--- src/rtl/spike_bg_fetch_sched_if.sv ---
// Bundle between the fetch scheduler and its surroundings: line/pixel timing, obstacle table,
// the two ROM ports and the composited pixel stream.
interface spike_bg_fetch_sched_if #(parameter int N_OBS = 16);
  logic               frame_start;
  logic               line_start;
  logic [9:0]         next_y;
  logic               pixel_en;
  logic [9:0]         draw_x;
  logic [9:0]         draw_y;
  logic [8:0]         bg_scroll;
  logic [N_OBS-1:0]   obs_en;
  logic [10*N_OBS-1:0] obs_x_flat;
  logic [10*N_OBS-1:0] obs_y_flat;
  logic [9:0]         spike_addr;
  logic [2:0]         spike_q;
  logic [17:0]        bg_addr;
  logic [3:0]         bg_q;
  logic               pix_valid;
  logic               pix_layer;
  logic [3:0]         pix_index;
  logic               scan_busy;
  logic               overflow;
  logic               scan_err;

  modport master (
    output frame_start, line_start, next_y, pixel_en, draw_x, draw_y, bg_scroll,
           obs_en, obs_x_flat, obs_y_flat, spike_q, bg_q,
    input  spike_addr, bg_addr, pix_valid, pix_layer, pix_index, scan_busy, overflow, scan_err
  );
  modport slave (
    input  frame_start, line_start, next_y, pixel_en, draw_x, draw_y, bg_scroll,
           obs_en, obs_x_flat, obs_y_flat, spike_q, bg_q,
    output spike_addr, bg_addr, pix_valid, pix_layer, pix_index, scan_busy, overflow, scan_err
  );
endinterface

--- src/rtl/spike_bg_fetch_sched.sv ---
// Spike/background fetch scheduler: per-line obstacle scan into a double-buffered active list,
// plus a 3-stage pixel pipeline issuing ROM addresses and compositing the returned indices.
module spike_bg_fetch_sched_cmp #(
  parameter int SPR_LOG2 = 5
) (
  input  logic                  en_i,
  input  logic [9:0]            draw_x_i,
  input  logic [9:0]            ex_i,
  input  logic [SPR_LOG2-1:0]   edy_i,
  output logic                  hit_o,
  output logic [2*SPR_LOG2-1:0] addr_o
);
  logic [10:0] dx;
  assign dx     = {1'b0, draw_x_i} - {1'b0, ex_i};
  assign hit_o  = en_i && ({1'b0, draw_x_i} >= {1'b0, ex_i}) &&
                  ({1'b0, draw_x_i} < ({1'b0, ex_i} + 11'(1 << SPR_LOG2)));
  assign addr_o = {edy_i, dx[SPR_LOG2-1:0]};
endmodule

module spike_bg_fetch_sched #(
  parameter int N_OBS      = 16,
  parameter int MAX_ACTIVE = 4,
  parameter int SPR_LOG2   = 5,
  parameter int BG_W       = 500,
  parameter int BG_H       = 500
) (
  input logic clock,
  input logic reset,
  spike_bg_fetch_sched_if.slave bus
);
  localparam int CW = $clog2(MAX_ACTIVE + 1);
  localparam int AW = $clog2(MAX_ACTIVE);
  localparam int IW = $clog2(N_OBS);

  typedef enum logic {IDLE, SCAN} state_t;

  state_t              state_q;
  logic [IW-1:0]       idx_q;
  logic [9:0]          ny_q;
  logic [CW-1:0]       sh_cnt_q, lv_cnt_q;
  logic [9:0]          sh_x_q  [MAX_ACTIVE];
  logic [SPR_LOG2-1:0] sh_dy_q [MAX_ACTIVE];
  logic [9:0]          lv_x_q  [MAX_ACTIVE];
  logic [SPR_LOG2-1:0] lv_dy_q [MAX_ACTIVE];
  logic                overflow_q, scan_err_q;

  // Slot under examination this cycle
  logic [9:0]          slot_x, slot_y;
  logic                slot_hit;
  logic [SPR_LOG2-1:0] slot_dy;
  assign slot_x   = bus.obs_x_flat[10*idx_q +: 10];
  assign slot_y   = bus.obs_y_flat[10*idx_q +: 10];
  assign slot_hit = bus.obs_en[idx_q] && ({1'b0, ny_q} >= {1'b0, slot_y}) &&
                    ({1'b0, ny_q} < ({1'b0, slot_y} + 11'(1 << SPR_LOG2)));
  assign slot_dy  = SPR_LOG2'(ny_q - slot_y);

  always_ff @(posedge clock) begin
    if (reset) begin
      state_q    <= IDLE;
      idx_q      <= '0;
      ny_q       <= '0;
      sh_cnt_q   <= '0;
      lv_cnt_q   <= '0;
      overflow_q <= 1'b0;
      scan_err_q <= 1'b0;
      for (int j = 0; j < MAX_ACTIVE; j++) begin
        sh_x_q[j] <= '0; sh_dy_q[j] <= '0; lv_x_q[j] <= '0; lv_dy_q[j] <= '0;
      end
    end else begin
      if (state_q == SCAN) begin
        if (slot_hit) begin
          if (sh_cnt_q < CW'(MAX_ACTIVE)) begin
            sh_x_q[sh_cnt_q[AW-1:0]]  <= slot_x;
            sh_dy_q[sh_cnt_q[AW-1:0]] <= slot_dy;
            sh_cnt_q                  <= sh_cnt_q + 1'b1;
          end else begin
            overflow_q <= 1'b1;
          end
        end
        idx_q <= idx_q + 1'b1;
        if (idx_q == IW'(N_OBS - 1)) state_q <= IDLE;
      end
      // frame_start is applied before a coincident line_start: later assignments win
      if (bus.frame_start) begin
        sh_cnt_q   <= '0;
        lv_cnt_q   <= '0;
        overflow_q <= 1'b0;
        scan_err_q <= 1'b0;
        state_q    <= IDLE;
      end
      if (bus.line_start) begin
        lv_x_q   <= sh_x_q;
        lv_dy_q  <= sh_dy_q;
        lv_cnt_q <= bus.frame_start ? '0 : sh_cnt_q;
        sh_cnt_q <= '0;
        ny_q     <= bus.next_y;
        idx_q    <= '0;
        state_q  <= SCAN;
        if (state_q == SCAN && !bus.frame_start) scan_err_q <= 1'b1;
      end
    end
  end

  // Spike match against the live list; lowest index wins
  logic [MAX_ACTIVE-1:0]                     e_hit;
  logic [MAX_ACTIVE-1:0][2*SPR_LOG2-1:0]     e_addr;
  for (genvar j = 0; j < MAX_ACTIVE; j++) begin : g_ent
    spike_bg_fetch_sched_cmp #(.SPR_LOG2(SPR_LOG2)) u_cmp (
      .en_i    (CW'(j) < lv_cnt_q),
      .draw_x_i(bus.draw_x),
      .ex_i    (lv_x_q[j]),
      .edy_i   (lv_dy_q[j]),
      .hit_o   (e_hit[j]),
      .addr_o  (e_addr[j])
    );
  end

  logic                  m_hit;
  logic [2*SPR_LOG2-1:0] m_addr;
  always_comb begin
    m_hit  = 1'b0;
    m_addr = '0;
    for (int j = MAX_ACTIVE - 1; j >= 0; j--) begin
      if (e_hit[j]) begin
        m_hit  = 1'b1;
        m_addr = e_addr[j];
      end
    end
  end

  // Scroll never exceeds BG_W-1, so one conditional subtract folds the wrap
  logic [10:0] bsum, bx;
  logic [17:0] bg_lin;
  logic        bg_in;
  assign bsum   = 11'(bus.draw_x) + 11'(bus.bg_scroll);
  assign bx     = (bsum >= 11'(BG_W)) ? bsum - 11'(BG_W) : bsum;
  assign bg_lin = 18'(bus.draw_y) * 18'(BG_W) + 18'(bx);
  assign bg_in  = (bus.draw_y < 10'(BG_H)) && (bus.draw_x < 10'(BG_W));

  logic [2*SPR_LOG2-1:0] spike_addr_q;
  logic [17:0]           bg_addr_q;
  logic [1:0]            vld_pipe_q, hit_pipe_q;
  logic                  pix_valid_q, pix_layer_q;
  logic [3:0]            pix_index_q;

  always_ff @(posedge clock) begin
    if (reset) begin
      spike_addr_q <= '0;
      bg_addr_q    <= '0;
      vld_pipe_q   <= '0;
      hit_pipe_q   <= '0;
      pix_valid_q  <= 1'b0;
      pix_layer_q  <= 1'b0;
      pix_index_q  <= '0;
    end else begin
      if (bus.pixel_en) begin
        spike_addr_q <= m_hit ? m_addr : '0;
        bg_addr_q    <= bg_in ? bg_lin : '0;
      end
      vld_pipe_q  <= {vld_pipe_q[0], bus.pixel_en};
      hit_pipe_q  <= {hit_pipe_q[0], bus.pixel_en & m_hit};
      pix_valid_q <= vld_pipe_q[1];
      // Spike index 0 is transparent and lets the background through
      if (hit_pipe_q[1] && bus.spike_q != 3'd0) begin
        pix_layer_q <= 1'b1;
        pix_index_q <= {1'b0, bus.spike_q};
      end else begin
        pix_layer_q <= 1'b0;
        pix_index_q <= bus.bg_q;
      end
    end
  end

  assign bus.spike_addr = spike_addr_q;
  assign bus.bg_addr    = bg_addr_q;
  assign bus.pix_valid  = pix_valid_q;
  assign bus.pix_layer  = pix_layer_q;
  assign bus.pix_index  = pix_index_q;
  assign bus.scan_busy  = (state_q == SCAN);
  assign bus.overflow   = overflow_q;
  assign bus.scan_err   = scan_err_q;
endmodule

--- src/flat_wrapper.sv ---
// flat-port wrapper written by rule: the top's interface ports become plain ports
module spike_bg_fetch_sched_flat 
#(
  parameter int N_OBS      = 16,
  parameter int MAX_ACTIVE = 4,
  parameter int SPR_LOG2   = 5,
  parameter int BG_W       = 500,
  parameter int BG_H       = 500
)
  (clock, reset, bus_frame_start, bus_line_start, bus_next_y, bus_pixel_en, bus_draw_x, bus_draw_y, bus_bg_scroll, bus_obs_en, bus_obs_x_flat, bus_obs_y_flat, bus_spike_q, bus_bg_q, bus_spike_addr, bus_bg_addr, bus_pix_valid, bus_pix_layer, bus_pix_index, bus_scan_busy, bus_overflow, bus_scan_err);
  spike_bg_fetch_sched_if #(.N_OBS(N_OBS)) bus_i ();
  input logic clock;
  input logic reset;
  input wire logic [$bits(bus_i.frame_start)-1:0] bus_frame_start;
  input wire logic [$bits(bus_i.line_start)-1:0] bus_line_start;
  input wire logic [$bits(bus_i.next_y)-1:0] bus_next_y;
  input wire logic [$bits(bus_i.pixel_en)-1:0] bus_pixel_en;
  input wire logic [$bits(bus_i.draw_x)-1:0] bus_draw_x;
  input wire logic [$bits(bus_i.draw_y)-1:0] bus_draw_y;
  input wire logic [$bits(bus_i.bg_scroll)-1:0] bus_bg_scroll;
  input wire logic [$bits(bus_i.obs_en)-1:0] bus_obs_en;
  input wire logic [$bits(bus_i.obs_x_flat)-1:0] bus_obs_x_flat;
  input wire logic [$bits(bus_i.obs_y_flat)-1:0] bus_obs_y_flat;
  input wire logic [$bits(bus_i.spike_q)-1:0] bus_spike_q;
  input wire logic [$bits(bus_i.bg_q)-1:0] bus_bg_q;
  output wire logic [$bits(bus_i.spike_addr)-1:0] bus_spike_addr;
  output wire logic [$bits(bus_i.bg_addr)-1:0] bus_bg_addr;
  output wire logic [$bits(bus_i.pix_valid)-1:0] bus_pix_valid;
  output wire logic [$bits(bus_i.pix_layer)-1:0] bus_pix_layer;
  output wire logic [$bits(bus_i.pix_index)-1:0] bus_pix_index;
  output wire logic [$bits(bus_i.scan_busy)-1:0] bus_scan_busy;
  output wire logic [$bits(bus_i.overflow)-1:0] bus_overflow;
  output wire logic [$bits(bus_i.scan_err)-1:0] bus_scan_err;
  assign bus_i.frame_start = bus_frame_start;
  assign bus_i.line_start = bus_line_start;
  assign bus_i.next_y = bus_next_y;
  assign bus_i.pixel_en = bus_pixel_en;
  assign bus_i.draw_x = bus_draw_x;
  assign bus_i.draw_y = bus_draw_y;
  assign bus_i.bg_scroll = bus_bg_scroll;
  assign bus_i.obs_en = bus_obs_en;
  assign bus_i.obs_x_flat = bus_obs_x_flat;
  assign bus_i.obs_y_flat = bus_obs_y_flat;
  assign bus_i.spike_q = bus_spike_q;
  assign bus_i.bg_q = bus_bg_q;
  assign bus_spike_addr = bus_i.spike_addr;
  assign bus_bg_addr = bus_i.bg_addr;
  assign bus_pix_valid = bus_i.pix_valid;
  assign bus_pix_layer = bus_i.pix_layer;
  assign bus_pix_index = bus_i.pix_index;
  assign bus_scan_busy = bus_i.scan_busy;
  assign bus_overflow = bus_i.overflow;
  assign bus_scan_err = bus_i.scan_err;
  spike_bg_fetch_sched #(.N_OBS(N_OBS), .MAX_ACTIVE(MAX_ACTIVE), .SPR_LOG2(SPR_LOG2), .BG_W(BG_W), .BG_H(BG_H)) u_core (.clock(clock), .reset(reset), .bus(bus_i));
endmodule
--- config.mk ---
export PLATFORM = sky130hd
export DESIGN_NAME = spike_bg_fetch_sched_flat
export DESIGN_NICKNAME = d
export VERILOG_FILES = /design/src/rtl/spike_bg_fetch_sched_if.sv /design/src/rtl/spike_bg_fetch_sched.sv /design/src/flat_wrapper.sv
export SDC_FILE = /design/constraint.sdc
export NUM_CORES = 1
export LEC_CHECK = 0
export CAP_MARGIN = 20
export CORE_ASPECT_RATIO = 0.9
export CORE_MARGIN = 2
export CORE_UTILIZATION = 50
export DETAILED_ROUTE_END_ITERATION = 10
export PLACE_DENSITY = 0.88
export RECOVER_POWER = 50
export SLEW_MARGIN = 20
export SYNTH_ARGS = -nofsm -noshare
export SYNTH_HDL_FRONTEND = slang
export SYNTH_SLANG_ARGS = --single-unit
--- constraint.sdc ---
create_clock -name clock -period 9.7 [get_ports clock]
set_input_delay 1.455 -clock clock [delete_from_list [all_inputs] [get_ports clock]]
set_output_delay 1.455 -clock clock [all_outputs]
set_load 0.02 [all_outputs]
== Word-level counts from Yosys, hierarchy flattened ==
Index checks and enable logic that the tools add are counted.
Word-level totals
  register bits: 181
  input port bits: 387
Operators by class
  add/sub/neg operators: 15
  multipliers: 2
  $lt $le $gt $ge: 21
  equal/unequal tests: 1
  shifts and indexed selects: 2
  multiplexer cells: 31
  bitwise gates (word level): 3
  reduce and logical (&&, ||, !) cells: 23
Operator list (count)
  160-bit by 9-bit indexed part select with 10-bit output: 2
  10-bit two-way mux: 6
  10-bit by 6-bit adder with 11-bit output (second input constant): 5
  10-bit by 11-bit < comparator with 1-bit output: 5
  10-bit greater-or-equal comparator: 5
  40-bit bitwise mux: 1
  5-bit subtractor: 5
  20-bit bitwise mux: 1
  10-bit demux with 2-bit select: 1
  10-bit by 9-bit < comparator with 1-bit output (second input constant): 2
  18-bit by 11-bit adder with 18-bit output: 1
  18-bit two-way mux: 1
  10-bit by 7-bit multiplier with 16-bit output (second input constant): 1
  1-bit logical AND: 14
  1-bit two-way mux: 13
  3-bit two-way mux: 4
  10-bit by 9-bit adder with 11-bit output: 1
  11-bit by 9-bit greater-or-equal comparator with 1-bit output (second input constant): 1
  11-bit two-way mux: 1
  11-bit by 9-bit subtractor with 11-bit output (second input constant): 1
  5-bit demux with 2-bit select: 1
  3-bit by 4-bit multiplier with 7-bit output (first input constant): 1
  1-bit by 3-bit < comparator with 1-bit output (first input constant): 2
  2-bit by 3-bit < comparator with 1-bit output (first input constant): 2
  18 further kinds: 21

== Depth between registers and ports, before layout ==
Gate-level depths: netlist of the first run.
  depth after elaboration: 8
  depth in mapped cells: 22

== Cells and area by module ==
From an unflattened synthesis of the first run, not the netlist that was laid out.
Unflattened totals
  cells, all modules: 1513
  area total of the unflattened synthesis: 14976.9 um^2
By module, submodules not included
  spike_bg_fetch_sched: instances 1, cells each 1225, area an instance 12769.7 um^2, sequential area each 3623.5 um^2
  spike_bg_fetch_sched_cmp: instances 4, cells each 72, area an instance 551.8 um^2, sequential area each 0.0 um^2

== Worst setup path before layout of the first run ==
No wires, ideal clock.
  path kind: input-to-reg
  from: in bus_draw_y[0]
  to: reg u_core.bg_addr_q[17], in the netlist u_core.bus.bg_addr[17]
  setup time: 117 ps
  arrival: 5939 ps
  data required time: 9583 ps
  setup slack: 3643 ps
  stages on the path: 18
  path buffers: 0
  path through: fa_1 fa_1 inv_1 fa_1 fa_1 inv_1 ha_1 o21ai_0 nor2_1 nor2_1 ha_1 or3_1 o211ai_1 nor2_1 a211oi_1 nor2b_1 a31o_2 a32o_1
Between the ends
  cells in the longest elaborated chain, start to end: 3
  elaborated cells on any way between the ends: 5
RTL lines
  start, declared: line flat_wrapper.sv:19  | input wire logic [$bits(bus_i.draw_y)-1:0] bus_draw_y;
  10-bit by 7-bit multiplier with 16-bit output / 10-bit by 9-bit < comparator with 1-bit output (equally long branches): line spike_bg_fetch_sched.sv:137, spike_bg_fetch_sched.sv:138
  18-bit by 11-bit adder with 18-bit output / 1-bit logical AND (equally long branches): line spike_bg_fetch_sched.sv:137, spike_bg_fetch_sched.sv:138
  18-bit two-way mux *: line spike_bg_fetch_sched.sv:158  | bg_addr_q <= bg_in ? bg_lin : '0;
  end signal, assigned: line spike_bg_fetch_sched.sv:158
  end, declared: line spike_bg_fetch_sched.sv:141  | logic [17:0] bg_addr_q;
Mark *: on every way between the ends. The rest lies on a longest branch, timed or not.
A chain may end at the register's enable or synchronous reset.

== Worst setup path after layout of the first run ==
  from: in bus_draw_y[2]
  to: reg u_core.bg_addr_q[17], in the netlist u_core.bus.bg_addr[17]
The elaborated chain is that of the path after synthesis.

==> summary.md, run 1 <==
The number of hold buffers added after CTS was 0. The run gives 34.5% as the aggregate global-route resource usage. The number of enable flip-flop cells after synthesis came out at 0.

IR analysis of the VDD net gives a maximum drop of 0.137 mV. The gate count of the mapped netlist came out at 1,532. Across the run, the number of max-cap violations was 2. Once the clock tree was built, the setup fixing pass inserted 0 buffers.

Detailed routing inserted a total of 14,000 vias. Net switching is 38.9% of the power. The switching power came out at 1120 µW. The final hold violation count is 0. The run gives 0.00825 µW as the standby leakage power. The clock-pin slew on the worst setup and hold paths was 0.07 ns; the fill cell total of the finished layout was 2,286. The run gives 60 as the standard-cell row count. The count of pins over their slew limit came out at 111.

In this run, distinct cell masters in the synthesized netlist total 83. The remaining routing DRC violations was 0. The average vias per placed instance came out at 6.01. For the effective utilization at floorplan, the log shows 50.7%. The checks that failed: capacitance limit, slew limit.

The global-route wire length before repair was 83,300 µm; the number of buffers between clock root and the deepest sink was 2. The net count of the finished layout is 2,475. The combinational group share of total power is 48.1%, and the share of flip-flops with an asynchronous set or reset is 0%. The count of H-tree levels built during CTS came out at 4.

TritonCTS built the clock tree. The logs give 15,100 µm² for the area of the mapped netlist and 424 for the count of boundary I/O pins. Setup repair after global routing left no endpoint under its margin. The critical path endpoint category is a flip-flop. The region available for standard cell placement spans 29,900 µm². Subtracting the final worst setup slack from the clock period gives 6.67 ns.

When the netlist entered floorplanning its net count stood at 2,100. The setup path with the least slack is of type primary input to flip-flop. After synthesis the netlist holds a flip-flop and latch count of 181. The data arrival time at the worst-slack endpoint was 7.01 ns. After layout, the worst path uses 68.8% of the clock period. The number of sinks on the clock net was 181; the met2 layer usage reported by global route was 57.2%. The logs give 5.58% for the global routing usage on met3 and 0.0107 ns for the setup skew after layout. After synthesis, flip-flops and latches occupy 23.9% of the total area. Sequential cells burn 27.2% of the power. Entering global routing, the biggest net connects 69 pins. In this run the worst path has a maximum fanout of 5.

The vertical die dimension is 169 µm. The Yosys step of the flow raised 0 warnings. After global routing, the most crowded layer is met2. STA classifies the critical path startpoint as a primary input. Adding up every negative setup slack in the final design gives 0 ns. The met1 demand-to-capacity share in global routing was 46.5%; the chip width was 187 µm. Once detail routing completed, the nets flagged for antenna violations numbered 0. The transition time at the pin with the least slew margin came out at 2.77 ns. Routability-driven placement finished with a final weighted congestion of 0.979. After legalization and detailed placement, the total HPWL measured 44,200 µm. The run gives 0 as the sum of overflow across all layers after global routing. The tree is rooted in a clkbuf_16.

The initial antenna violation count is 8, and the routed wire length per instance is 23.5 µm. The first-iteration detailed-routing DRC count came out at 1,185. Of the cells placed in the final design, the portion with a size suffix greater than 1 is 8.13%.

The number of port buffers is 423, and the area growth from synthesis to layout is 32.8%. Headroom to the max-slew limit came out at -84.6%. Derived from the worst setup path, the maximum achievable clock frequency is 150 MHz. The worst hold path belongs to the class flip-flop to flip-flop. Summing internal, switching and leakage power gives 2870 µW.

The floorplan step defined a die boundary enclosing 31,700 µm². The flow ran to the end, but the final reports show violations. Setup violations remaining at the end of the flow were counted as 0. The average cell area after synthesis came out at 9.88 µm². The share of total power dissipated in the clock network is 24.7%. Via count of the first global-routing pass: 14,100. The run gives 0.44 ns as the insertion delay to the later sink of the worst-skew pair. The number of gates resized after CTS was 0. The most common flop cell mapped by yosys is dfxtp_1. Cell internal power was estimated by the tool at 1760 µW. At the worst endpoint, the required time is 10.04 ns.

The pre-antenna-repair detailed-routing pass consisted of 5 iterations. Buffers inserted during clock tree synthesis total 17. The power per cell area was 143 nW/µm²; the post-detailed-routing wire length was 54,800 µm.
## through the flow
step                cells  instance area [µm²]  hold slack (ns)  utilization [%]  setup WS, ns
finish               2327                20100            0.443             67.3          3.03
global route         2326                20100            0.467             67.3          2.66
CTS                  2323                20100            0.446             67.3          3.09
detailed placement   2291                19500            0.430             65.2          2.63
global placement     2291                19500            0.417             65.2          2.76
floorplan            1532                15100            0.414                -          3.64
## Yosys cell counts, types with 19 or more instances
master	count	area share [%]
a211oi_1	19	0.94
a21oi_1	52	1.7
clkbuf_1	33	0.82
dfxtp_1	181	24
fa_1	37	4.9
ha_1	144	12
inv_1	131	3.2
mux2i_1	145	9.6
mux4_1	19	3.3
mux4_2	80	12
nand2_1	124	3.1
nand3_1	28	0.93
nor2_1	119	3.0
nor2b_1	23	0.95
nor3_1	30	0.99
o21ai_0	42	1.4
xnor2_1	45	2.6
## cell type report
class / instances / area [µm²] / share of cell area, %
Antenna cell: 4 / 10.0 / 0.0498
Clock buffer: 17 / 425 / 2.12
Clock inverter: 15 / 178 / 0.884
Inverter: 132 / 495 / 2.46
Multi-Input combinational cell: 1145 / 10600 / 52.6
Sequential cell: 181 / 3630 / 18.1
Tap cell: 403 / 504 / 2.51
Timing Repair Buffer: 430 / 4270 / 21.3
## final timing paths
check / from / end / slack (ns) / depth (start not counted)
max reg2reg: u_core.idx_q[0]$_SDFFE_PP0P_ / u_core.sh_x_q[23]$_SDFFE_PP0P_ / 4.28 / 14
min: u_core.hit_pipe_q[0]$_SDFF_PP0_ / u_core.hit_pipe_q[1]$_SDFF_PP0_ / 0.44 / 1
min reg2reg: u_core.hit_pipe_q[0]$_SDFF_PP0_ / u_core.hit_pipe_q[1]$_SDFF_PP0_ / 0.44 / 1
max: bus_draw_y[2] / u_core.bus.bg_addr[17]$_SDFFE_PP0P_ / 3.03 / 19
## routing by layer
layer	wire length (µm)	vias to the layer above	share of wire, %
met1	23400	6865	43
met5	0	-	0
li1	-	6366	-
met2	25800	673	47
met4	1430	0	2.6
met3	4090	92	7.5
## registers in the layout, indices dropped and copies added, names as in the netlist, 3 cells and up
register,count
u_core.lv_x_q,40
u_core.sh_x_q,40
u_core.lv_dy_q,20
u_core.sh_dy_q,20
u_core.bus.bg_addr,18
u_core.bus.spike_addr,10
u_core.ny_q,10
u_core.bus.pix_index,4
u_core.idx_q,4
u_core.lv_cnt_q,3
u_core.sh_cnt_q,3
## power groups by stage
| stage | logic, µW | clock network, µW | registers [µW] |
|---|---|---|---|
| floorplan | 922 | 0 | 805 |
| global placement | 1320 | 0 | 799 |
| detailed placement | 1350 | 0 | 800 |
| CTS | 1360 | 712 | 782 |
| global route | 1520 | 743 | 785 |
| finish | 1380 | 711 | 782 |
## critical path, stage by stage
cell             delay [ns]
clkdlybuf4s50_1        0.61
fa_1                   0.51
fa_1                   0.52
inv_1                  0.05
fa_1                   0.49
fa_1                   0.52
inv_1                  0.04
ha_1                   0.33
o21ai_0                0.13
nor2_1                 0.23
nor2_1                 0.10
ha_1                   0.23
or3_1                  0.35
o211ai_1               0.15
nor2_1                 0.10
a211oi_1               0.54
nor2b_1                0.13
a31o_2                 0.27
a32o_1                 0.23
## kinds of logic (layout without fill, tap and decap cells)
family,count (synthesis),in the layout,synth area share [%]
AOI/OAI and AO/OA,250,250,11.5
DFF,181,181,23.9
other,0,4,0
buffers and inverters,206,594,6.15
adders and majority gates,181,181,16.8
muxes,256,256,25.7
xor gates and xnor gates,54,54,3.13
and+or+nand+nor,404,404,12.8
## cells in the final DEF, fill, tap and decap left out, types with 22 or more instances in the layout
| cell | count |
|---|---|
| clkdlybuf4s50_1 | 399 |
| dfxtp_1 | 177 |
| mux2i_1 | 145 |
| ha_1 | 144 |
| inv_1 | 131 |
| nand2_1 | 124 |
| nor2_1 | 118 |
| mux4_2 | 80 |
| a21oi_1 | 52 |
| xnor2_1 | 45 |
| o21ai_0 | 42 |
| fa_1 | 37 |
| nor3_1 | 30 |
| nand3_1 | 28 |
| nor2b_1 | 23 |
| dlygate4sd3_1 | 22 |
Power figures use the tool's default switching activity.
==> run 2, diff against run 1 <==
--- a/config.mk
+++ b/config.mk
@@ -8,9 +8,9 @@
 export CAP_MARGIN = 20
 export CORE_ASPECT_RATIO = 0.9
 export CORE_MARGIN = 2
-export CORE_UTILIZATION = 50
+export CORE_UTILIZATION = 45
 export DETAILED_ROUTE_END_ITERATION = 10
-export PLACE_DENSITY = 0.88
+export PLACE_DENSITY = 0.84
 export RECOVER_POWER = 50
 export SLEW_MARGIN = 20
 export SYNTH_ARGS = -nofsm -noshare
==> constraint.sdc (replaced) <==
create_clock -name clock -period 5.8 [get_ports clock]
set_input_delay 0.87 -clock clock [delete_from_list [all_inputs] [get_ports clock]]
set_output_delay 0.87 -clock clock [all_outputs]
set_load 0.02 [all_outputs]
==> run 2 against run 1 <==
  * The run still ends with capacitance limit, slew limit left
  * Sequential power is 66% higher
  * Clock power is 67% higher
  * Combinational power is 90% higher
  * Routed wire length is 2.4% higher
  * Die area is 11% higher
  * Global-route usage is 2.1 points lower
  * Sequential cell count stayed put
  * Count of clock-buffer cells in the layout is 1 higher
  * Final area is 2.2% higher
  * Critical path type unchanged
  * Clock skew hardly changed
  * Critical path depth is 2 higher
  * Largest cell class unchanged
  * Setup slack worse by 2.8 ns
==> summary.md, run 2 (synthesis gave the netlist of run 1 again) <==
The logs give 45.8% for the effective utilization at floorplan and 111 for the count of pins over their slew limit. The kind of cell adding the most delay to the critical path was adder cells. The clock arrives with 0.0109 ns of skew. The area taken by multi-input logic gates was 10,600 µm²; the total negative slack for setup checks was 0 ns. Total power draw: 5120 µW. The root buffer selected by CTS was clkbuf_16. The insertion delay to the later sink of the worst-skew pair is 0.44 ns.

On the critical path, the stage with the largest delay is an instance of clkdlybuf4s50_1. The routed wire length per instance is 23.4 µm, and the final weighted congestion in routability-driven placement is 0.986. Fill cells in the final layout number 2,627.

The area growth from synthesis to layout works out to 35.7%. The flow ran to the end, but the final reports show violations. The largest registers in the layout are u_core.lv_x_q (40), u_core.sh_x_q (40).

For the pin with the worst max-slew slack, the measured transition is 3.47 ns. The run gives 0 as the final hold violation count. Clock-pin slew was measured on the worst setup and hold paths at 0.07 ns.

For the HPWL after detailed placement, the log shows 46,100 µm. The logs give 2,526 for the net count of the finished layout and 0 for the remaining routing DRC violations. The leading cell type in the layout, fill and taps excluded is clkdlybuf4s50_1. The initial antenna violation count was 7. The number of buffer and inverter stages on the critical path is 5, and the aggregate global-route resource usage is 32.4%. Dividing the final minimum period by the clock period gives 96.4%. The number of buffers inserted by hold repair at cts is 0, and the area inside the core boundary is 33,000 µm². The worst path needs 5.59 ns of the cycle, external delays included.

The die covers 35,100 µm². The largest net degree at the start of global routing was 69; the worst slew margin relative to its limit was -131%. For the via count of the first global-routing pass, the log shows 14,300. The classification of the worst setup path was primary input to flip-flop. Global routing finished with a remaining overflow of 0. The first-iteration detailed-routing DRC count was 1,023. The count of H-tree levels built during CTS came out at 4.

The worst path meets setup with 0.210 ns of slack. Using the TritonRoute via totals, the vias-per-cell ratio works out to 5.78. Port buffering added 423 buffers. For the number of maximum-capacitance constraint violations, the log shows 2. TritonCTS created 17 clock buffers. The tools report the number of buffers between clock root and the deepest sink as 2. The number of iterations in the first detailed-routing pass was 8. Critical path's largest stage delay: 0.53 ns. The chip width was 197 µm. The tools report the critical path endpoint category as a flip-flop. The tools report the number of setup buffers added after CTS as 0. In the final layout, flip-flops and latches occupy 3630 µm².

Among the stages of the critical path, the cell type that occurs most often is fa_1. Once detail routing completed, the nets flagged for antenna violations numbered 0. Timing analysis after detailed placement gives a worst setup slack of -0.253 ns. Setup violations remaining at the end of the flow were counted as 0. Timing would allow up to 179 MHz.

Counting every sink on the clock net gives 181. Along the worst path, the maximum fanout reaches 3. The floorplan has 63 rows. 424 I/O pins were placed. Register-to-register path setup slack: 1.00 ns. STA puts the critical path data arrival time at 5.92 ns. The post-detailed-routing wire length is 56,100 µm, and the power per cell area is 249 nW/µm². The type of the most critical hold path was flip-flop to flip-flop. The checks that failed: capacitance limit, slew limit. The highest ir drop seen on vdd is 0.213 mV, and the total number of vias is 13,900. Share of layout cells above drive strength 1: 10.8%. TritonCTS built the clock tree. Walking the worst path, the cells encountered are clkdlybuf4s50_1 > fa_1 > fa_1 > inv_1 > fa_1 > fa_1 > inv_1 > ha_1 > o21ai_0 > nor2_1 > buf_4 > o31a_1 > a21oi_1 > ha_1 > nand2_1 > nor2_1 > a211oi_2 > buf_4 > nor4_1 > xnor2_1 > a22o_1. Leaving out fill and tap cells, the most frequent cells in the layout are 395 x clkdlybuf4s50_1, 177 x dfxtp_1, 145 x mux2i_1.

The first global-routing pass estimated 85,300 µm of wire. The vertical die dimension is 178 µm. The final design utilization came out at 62.2%. The tools report the category of the worst setup path launch point as a primary input. The standby leakage power was 0.00849 µW; the data required time at the worst endpoint was 6.13 ns.
-- run 2: cell types whose count changed in the layout (fill, tap and decap cells not counted), moves of 4 or more --
cell,before,now
buf_4,7,57
clkdlybuf4s50_1,399,395
clkinv_8,5,1
dlygate4sd3_1,22,26
-- run 2: what timing repair did --
item | in CTS | in global routing
resized for setup | 0 | 7
hold endpoints to repair | 0 | 0
setup endpoints to repair | 0 | 5
-- run 2: cell type report --
| type | instances | area share [%] |
|---|---|---|
| diodes | 6 | 0.0731 |
| clock buffers | 18 | 2.09 |
| clock inverters | 14 | 0.810 |
| repair buffers | 481 | 22.7 |
| well taps | 422 | 2.57 |
| inverters | 132 | 2.41 |
| multi-input cells | 1145 | 51.7 |
| flip-flops and latches | 181 | 17.7 |
-- run 2: metal layers --
metal	part of all wire, %	GRT usage (%)	vias up
met5	0	0	-
met4	2.4	9.09	0
met3	7.1	6.28	71
met2	49	55.4	560
met1	42	41.7	6788
li1	-	-	6455
-- run 2: stage by stage --
step	hold WS, ns	area (µm²)	std cells
after detailed placement	0.436	19900	2361
final	0.438	20500	2399
after global placement	0.421	19900	2360
after global routing	0.463	20500	2398
after floorplan	0.414	15100	1532
after CTS	0.449	20500	2393
-- run 2: worst reg2reg max path, stage by stage (launching register included) --
cell and delay, ns:
dfxtp_4 0.78, mux4_1 0.73, mux2_2 0.35, nand2_1 0.10
o21a_1 0.19, inv_1 0.08, ha_1 0.28, inv_1 0.04
ha_1 0.28, a21o_1 0.19, a211oi_1 0.26, a21oi_1 0.12
o22ai_2 0.56, nand3_4 0.48, mux2i_1 0.30
-- run 2: final timing paths --
check / from / depth (start not counted) / to
setup / recovery: bus_draw_y[1] / 21 / u_core.bus.bg_addr[15]$_SDFFE_PP0P_
hold / removal: u_core.vld_pipe_q[0]$_SDFF_PP0_ / 1 / u_core.vld_pipe_q[1]$_SDFF_PP0_
setup reg to reg: u_core.idx_q[0]$_SDFFE_PP0P_ / 14 / u_core.sh_x_q[10]$_SDFFE_PP0P_
hold reg to reg: u_core.vld_pipe_q[0]$_SDFF_PP0_ / 1 / u_core.vld_pipe_q[1]$_SDFF_PP0_
-- run 2: power by group --
part | switching (µW) | internal [µW]
sequential | 30.5 | 1270
combinational | 1340 | 1280
clock | 541 | 648
